`src/rtl/sprite_motion_ctrl.sv`:
```
// Per-frame sprite motion and colour controller.
// A frame tick starts a fixed four-state update: X is computed, then Y, then the
// new position, direction and colour are committed together so the renderer
// only ever sees a consistent set of outputs, and only during vertical blank.
module sprite_motion_ctrl #(
   parameter int unsigned H_ACTIVE   = 640,
   parameter int unsigned V_ACTIVE   = 480,
   parameter int unsigned SIZE       = 8,
   parameter int unsigned STEP       = 2,
   parameter int unsigned INIT_X     = 316,
   parameter int unsigned INIT_Y     = 236,
   parameter logic [2:0]  INIT_COLOR = 3'b111
) (
   input  logic       clk,
   input  logic       rst_n,
   input  logic       frame_tick,
   input  logic       auto_mode,
   input  logic       btn_up,
   input  logic       btn_down,
   input  logic       btn_left,
   input  logic       btn_right,
   output logic [9:0] pos_x,
   output logic [9:0] pos_y,
   output logic [2:0] collor,
   output logic       busy,
   output logic       edge_hit
);

   // Bounds and step in the 11-bit signed domain used for next-position math.
   localparam logic signed [10:0] XMaxS = 11'(H_ACTIVE - SIZE);
   localparam logic signed [10:0] YMaxS = 11'(V_ACTIVE - SIZE);
   localparam logic signed [10:0] StepS = 11'(STEP);

   typedef enum logic [1:0] {
      StIdle,
      StCalcX,
      StCalcY,
      StCommit
   } state_e;

   state_e state_q;

   // Inputs captured on the accepted tick; held stable for the whole update.
   logic auto_q;
   logic up_q;
   logic down_q;
   logic left_q;
   logic right_q;

   // Committed direction per axis: 0 = +1, 1 = -1.
   logic dir_x_q;
   logic dir_y_q;

   // Pending results, only made visible on commit.
   logic [9:0] nx_q;
   logic [9:0] ny_q;
   logic       ndir_x_q;
   logic       ndir_y_q;
   logic       hit_x_q;
   logic       hit_y_q;

   // Combinational per-axis results.
   logic signed [10:0] delta_x;
   logic signed [10:0] delta_y;
   logic signed [10:0] sum_x;
   logic signed [10:0] sum_y;
   logic [9:0]         calc_x;
   logic [9:0]         calc_y;
   logic               new_dir_x;
   logic               new_dir_y;
   logic               hit_x;
   logic               hit_y;
   logic [2:0]         next_color;

   // X axis: pick the displacement, add in signed form, clamp, then truncate.
   always_comb begin
      delta_x   = '0;
      calc_x    = '0;
      new_dir_x = dir_x_q;
      hit_x     = 1'b0;
      if (auto_q) begin
         delta_x = dir_x_q ? -StepS : StepS;
      end else if (right_q && !left_q) begin
         delta_x = StepS;
      end else if (left_q && !right_q) begin
         delta_x = -StepS;
      end
      sum_x = $signed({1'b0, pos_x}) + delta_x;
      if (sum_x > XMaxS) begin
         calc_x = XMaxS[9:0];
         if (auto_q) begin
            new_dir_x = 1'b1;
            hit_x     = 1'b1;
         end
      end else if (sum_x[10]) begin
         calc_x = '0;
         if (auto_q) begin
            new_dir_x = 1'b0;
            hit_x     = 1'b1;
         end
      end else begin
         calc_x = sum_x[9:0];
      end
   end

   // Y axis: same scheme as X with up as the negative direction.
   always_comb begin
      delta_y   = '0;
      calc_y    = '0;
      new_dir_y = dir_y_q;
      hit_y     = 1'b0;
      if (auto_q) begin
         delta_y = dir_y_q ? -StepS : StepS;
      end else if (down_q && !up_q) begin
         delta_y = StepS;
      end else if (up_q && !down_q) begin
         delta_y = -StepS;
      end
      sum_y = $signed({1'b0, pos_y}) + delta_y;
      if (sum_y > YMaxS) begin
         calc_y = YMaxS[9:0];
         if (auto_q) begin
            new_dir_y = 1'b1;
            hit_y     = 1'b1;
         end
      end else if (sum_y[10]) begin
         calc_y = '0;
         if (auto_q) begin
            new_dir_y = 1'b0;
            hit_y     = 1'b1;
         end
      end else begin
         calc_y = sum_y[9:0];
      end
   end

   // Colour step: cycles 001..111 and never lands on black.
   always_comb begin
      next_color = collor + 3'd1;
      if (collor == 3'b111) begin
         next_color = 3'b001;
      end
   end

   // Update sequencer with registered outputs; ticks outside idle are dropped.
   always_ff @(posedge clk or negedge rst_n) begin
      if (!rst_n) begin
         state_q  <= StIdle;
         auto_q   <= 1'b0;
         up_q     <= 1'b0;
         down_q   <= 1'b0;
         left_q   <= 1'b0;
         right_q  <= 1'b0;
         dir_x_q  <= 1'b0;
         dir_y_q  <= 1'b0;
         nx_q     <= '0;
         ny_q     <= '0;
         ndir_x_q <= 1'b0;
         ndir_y_q <= 1'b0;
         hit_x_q  <= 1'b0;
         hit_y_q  <= 1'b0;
         pos_x    <= 10'(INIT_X);
         pos_y    <= 10'(INIT_Y);
         collor   <= INIT_COLOR;
         busy     <= 1'b0;
         edge_hit <= 1'b0;
      end else begin
         edge_hit <= 1'b0;
         unique case (state_q)
            StIdle: begin
               if (frame_tick) begin
                  auto_q  <= auto_mode;
                  up_q    <= btn_up;
                  down_q  <= btn_down;
                  left_q  <= btn_left;
                  right_q <= btn_right;
                  busy    <= 1'b1;
                  state_q <= StCalcX;
               end
            end
            StCalcX: begin
               nx_q     <= calc_x;
               ndir_x_q <= new_dir_x;
               hit_x_q  <= hit_x;
               state_q  <= StCalcY;
            end
            StCalcY: begin
               ny_q     <= calc_y;
               ndir_y_q <= new_dir_y;
               hit_y_q  <= hit_y;
               state_q  <= StCommit;
            end
            StCommit: begin
               pos_x   <= nx_q;
               pos_y   <= ny_q;
               dir_x_q <= ndir_x_q;
               dir_y_q <= ndir_y_q;
               // A corner counts once: one pulse, one colour step.
               if (hit_x_q || hit_y_q) begin
                  edge_hit <= 1'b1;
                  collor   <= next_color;
               end
               busy    <= 1'b0;
               state_q <= StIdle;
            end
         endcase
      end
   end

endmodule

```
`config.mk`:
```
export PLATFORM = sky130hd
export DESIGN_NAME = sprite_motion_ctrl
export DESIGN_NICKNAME = d
export VERILOG_FILES = /design/src/rtl/sprite_motion_ctrl.sv
export SDC_FILE = /design/constraint.sdc
export NUM_CORES = 1
export LEC_CHECK = 0
export ABC_AREA = 1
export CORE_UTILIZATION = 44
export DETAILED_ROUTE_END_ITERATION = 12
export MAX_ROUTING_LAYER = met4
export SYNTH_ARGS = -nofsm -noshare
export SYNTH_HDL_FRONTEND = slang
export SYNTH_SLANG_ARGS = --single-unit
```
`constraint.sdc`:
```
create_clock -name clk -period 5.9 [get_ports clk]
set_input_delay 0.59 -clock clk [delete_from_list [all_inputs] [get_ports clk]]
set_output_delay 0.59 -clock clk [all_outputs]
set_load 0.01 [all_outputs]
```
==> impl_metrics.csv <==
group,metric,value,unit
synth,seq_area_frac_synth,0.4076,
global_routing,grt_max_degree,59,
cts,cts_buffers,9,
sta,fmax,306.4,MHz
route,drcViolationCount,0,
cts,clock-sinks,58,
global_routing,antenna_found_initial,0,
cts,cts-root-buf,"clkbuf_8",
power,max-vdd-ir-drop,0.2571,mV
setup_path,rr_endpoint,"nx_q[4]",
setup_path,critPathRequiredTime,6110,ps
sta,slew-limit-headroom,0.3667,
setup_path,reg2reg_depth,14,
final_layout,fin_cells,606,
sta,worstMarginPinSlew,943.7,ps
placed_design,port_buffers,32,
setup_path,start_kind,"flip-flop",
final_layout,final_cell_mix,"nand2_1 (172), inv_1 (56), dfrtp_1 (45)",
cts,clkLatencyLatePin,340,ps
cts,clk_path_buf_depth,2,
synth,synth_cell_type_count,36,
synth,ys_ff_latch,58,
final_layout,syn_to_final_growth,17.65,%
sta,finalHoldViolations,0,
synth,async_flop_share,1.000,
synth,yosys.area.top_type,"dfrtp_1",
synth,postSynthAreaPerCell,7.777,sq um
synth,synth_fa_ha_area_frac,0.1084,
final_layout,final_common_cell,"nand2_1",
route,post_drt_wl_per_cell,13.08,um
synth,synth-edff-count,0,
sta,tns,0,ps
floorplanning,die_w,92.47,um
min_path,hold_path.class,"input pin to asynchronous set/reset pin",
route,vias,2990,
route,drt_wl_total,7.926,mm
placed_design,dpl.hpwl,5.776,mm
cts,clk_pin_slew,70,ps
global_routing,grt_usage,0.2067,
synth,yosys_warnings,0,
setup_path,regToRegSetupSlack,2640,ps
synth,synthFlopType,"dfrtp_1",
final_layout,final_nets,538,
placed_design,place_ws,2642,ps
cts,ctsResizeCount,0,
floorplanning,start_util,0.4612,
sta,period_minus_slack,3264,ps
placed_design,dp.cells,591,
synth,muxShareOfSynthArea,0,
cts,hold_buffers,0,
sta,slew_viol_final,0,
final_layout,n_antenna_cell,0,
synth,synth_top_family_by_area,"simple AND/OR/NAND/NOR gates",
sta,fin_crit_sh,0.5532,
floorplanning,die_h,92.47,um
synth,synth_compound_area_frac,0.08270,
synth,synth-xor-area-share,0.01668,
route,first_iter_violations,104,
synth,synthTopCellsByArea,"dfrtp_1 (31%), nand2_1 (18%), ha_1 (9.7%), dfstp_2 (9.5%), inv_1 (5.8%)",
route,viasPerCell,4.934,
final_layout,drive_above_1_share,0.1448,
setup_path,endpoint_kind,"flip-flop",
route,ant_nets,0,
setup_path,crit_fanout,11,
floorplanning,ios,33,
job,max-cap-violations,0,
setup_path,critPathArrivalTime,3470,ps
outcome,status,"completed",
sta,fin_ws,2636,ps
floorplanning,die_area,0.008550,sq mm
sta,rsz0062_at_grt,"no",
global_routing,first_global_vias,2937,
synth,syn_inst,463,
setup_path,critPathKind,"flip-flop to flip-flop",
floorplanning,row_count,32,
power,power-per-cell-area,657.4,mW/mm^2
cts,cts_setup_buffers,0,
setup_path,worstReg2RegStart,"right_q",
global_routing,gr-total-overflow,0,
cts,cts_tree,"done",
cts,htreeDepth,3,
synth,netlist_area,0.003601,sq mm
placed_design,gp_congestion,0.8894,
power,p_leak,2.201,nW
synth,synth_fp_nets,501,
route,firstDrtPassIters,4,
synth,synth-simple-area-share,0.3075,
synth,synth_top_area_share,0.3127,
final_layout,nFillCells,766,
sta,skew,11.62,ps
global_routing,grt_pass1_wl,13.32,mm
sta,final-setup-viol-count,0,
floorplanning,core,0.007807,sq mm
cells in the mapped netlist (2+ instances only):
master	instances
nor2_2	2
nor3_1	4
o21ai_2	6
nor2_1	20
fa_1	2
o211ai_1	2
a21oi_1	10
o22ai_1	4
inv_1	56
nand4_1	4
dfstp_2	13
nand2_2	18
ha_1	28
xor2_1	2
nand2_4	2
inv_2	5
dfrtp_1	45
a22oi_1	2
a21oi_2	2
clkbuf_1	5
o21ai_0	15
nand3b_1	2
nand2_1	172
o21ai_1	2
nand3_2	2
xnor2_1	3
nand3_1	26
state kept, by name, summed over array words and instances (netlist names):
register	cells
dir_y_q	1
pos_x	10
dir_x_q	1
state_q	2
ndir_y_q	1
down_q	1
right_q	1
auto_q	1
collor	3
nx_q	10
hit_y_q	1
up_q	1
left_q	1
hit_x_q	1
edge_hit	1
busy	1
ny_q	10
pos_y	10
ndir_x_q	1
logic make-up (layout without fill, tap and decap cells):
logic type                 Yosys count  count (layout)
and+or+nand+nor                    254             254
AOI/OAI and AO/OA                   46              46
DFF                                 58              58
xor gates and xnor gates             6               6
adders and majority gates           30              30
buffers and inverters               69             110
critical path: stages, from the launching register on:
cell and delay, ps:
dfrtp_1 360, inv_1 70, ha_1 140, inv_1 40
o21ai_1 720, inv_1 220, fa_1 470, nand3b_1 170
nand2_1 130, nand2_1 60, nand2_1 70, xor2_1 230
nand3_1 180, nand3_1 180, o211ai_1 110
power breakdown:
part | switching [W] | internal [W] | total (W)
registers | 0.000113 | 0.000584 | 0.000697
clock network | 0.000169 | 0.000259 | 0.000428
logic | 0.00104 | 0.000619 | 0.00166
worst max path at each step:
stage / slack [ps] / to / depth (start not counted) / from
finish: 2640 / nx_q[4] / 14 / right_q
global route: 2260 / nx_q[4] / 14 / right_q
CTS: 2630 / nx_q[4] / 14 / right_q
detailed placement: 2640 / nx_q[4] / 14 / right_q
global placement: 2760 / nx_q[4] / 14 / right_q
floorplan: 3140 / nx_q[4] / 14 / right_q
per-layer routing:
metal | track usage | up-vias | wire length, um | share of wire
met5 | - | - | 0 | 0
met4 | 0.09766 | 0 | 180 | 0.023
met3 | 0.02874 | 18 | 256 | 0.032
met2 | 0.3198 | 54 | 3677 | 0.46
met1 | 0.2684 | 1384 | 3811 | 0.48
li1 | - | 1534 | - | -
final cells by class:
| type | instances | area, sq um | share of cell area |
|---|---|---|---|
| Multi-Input combinational cell | 336 | 1856 | 0.4380 |
| Clock inverter | 4 | 75.07 | 0.01772 |
| Timing Repair Buffer | 34 | 330.3 | 0.07797 |
| Sequential cell | 58 | 1468 | 0.3464 |
| Inverter | 61 | 229.0 | 0.05405 |
| Clock buffer | 11 | 151.4 | 0.03574 |
| Tap cell | 102 | 127.6 | 0.03012 |
metrics by stage:
stage	total power, W	utilization	cell area [sq um]	hold slack [ps]
2_1_floorplan	0.001931	-	3601	294.4
3_3_place_gp	0.002337	0.5136	4010	456.6
3_5_place_dp	0.002368	0.5136	4010	461.0
4_1_cts	0.002805	0.5426	4237	416.2
5_1_grt	0.003044	0.5426	4237	447.2
6_report	0.002785	0.5426	4237	376.5
(Power assumes the default switching activity.)
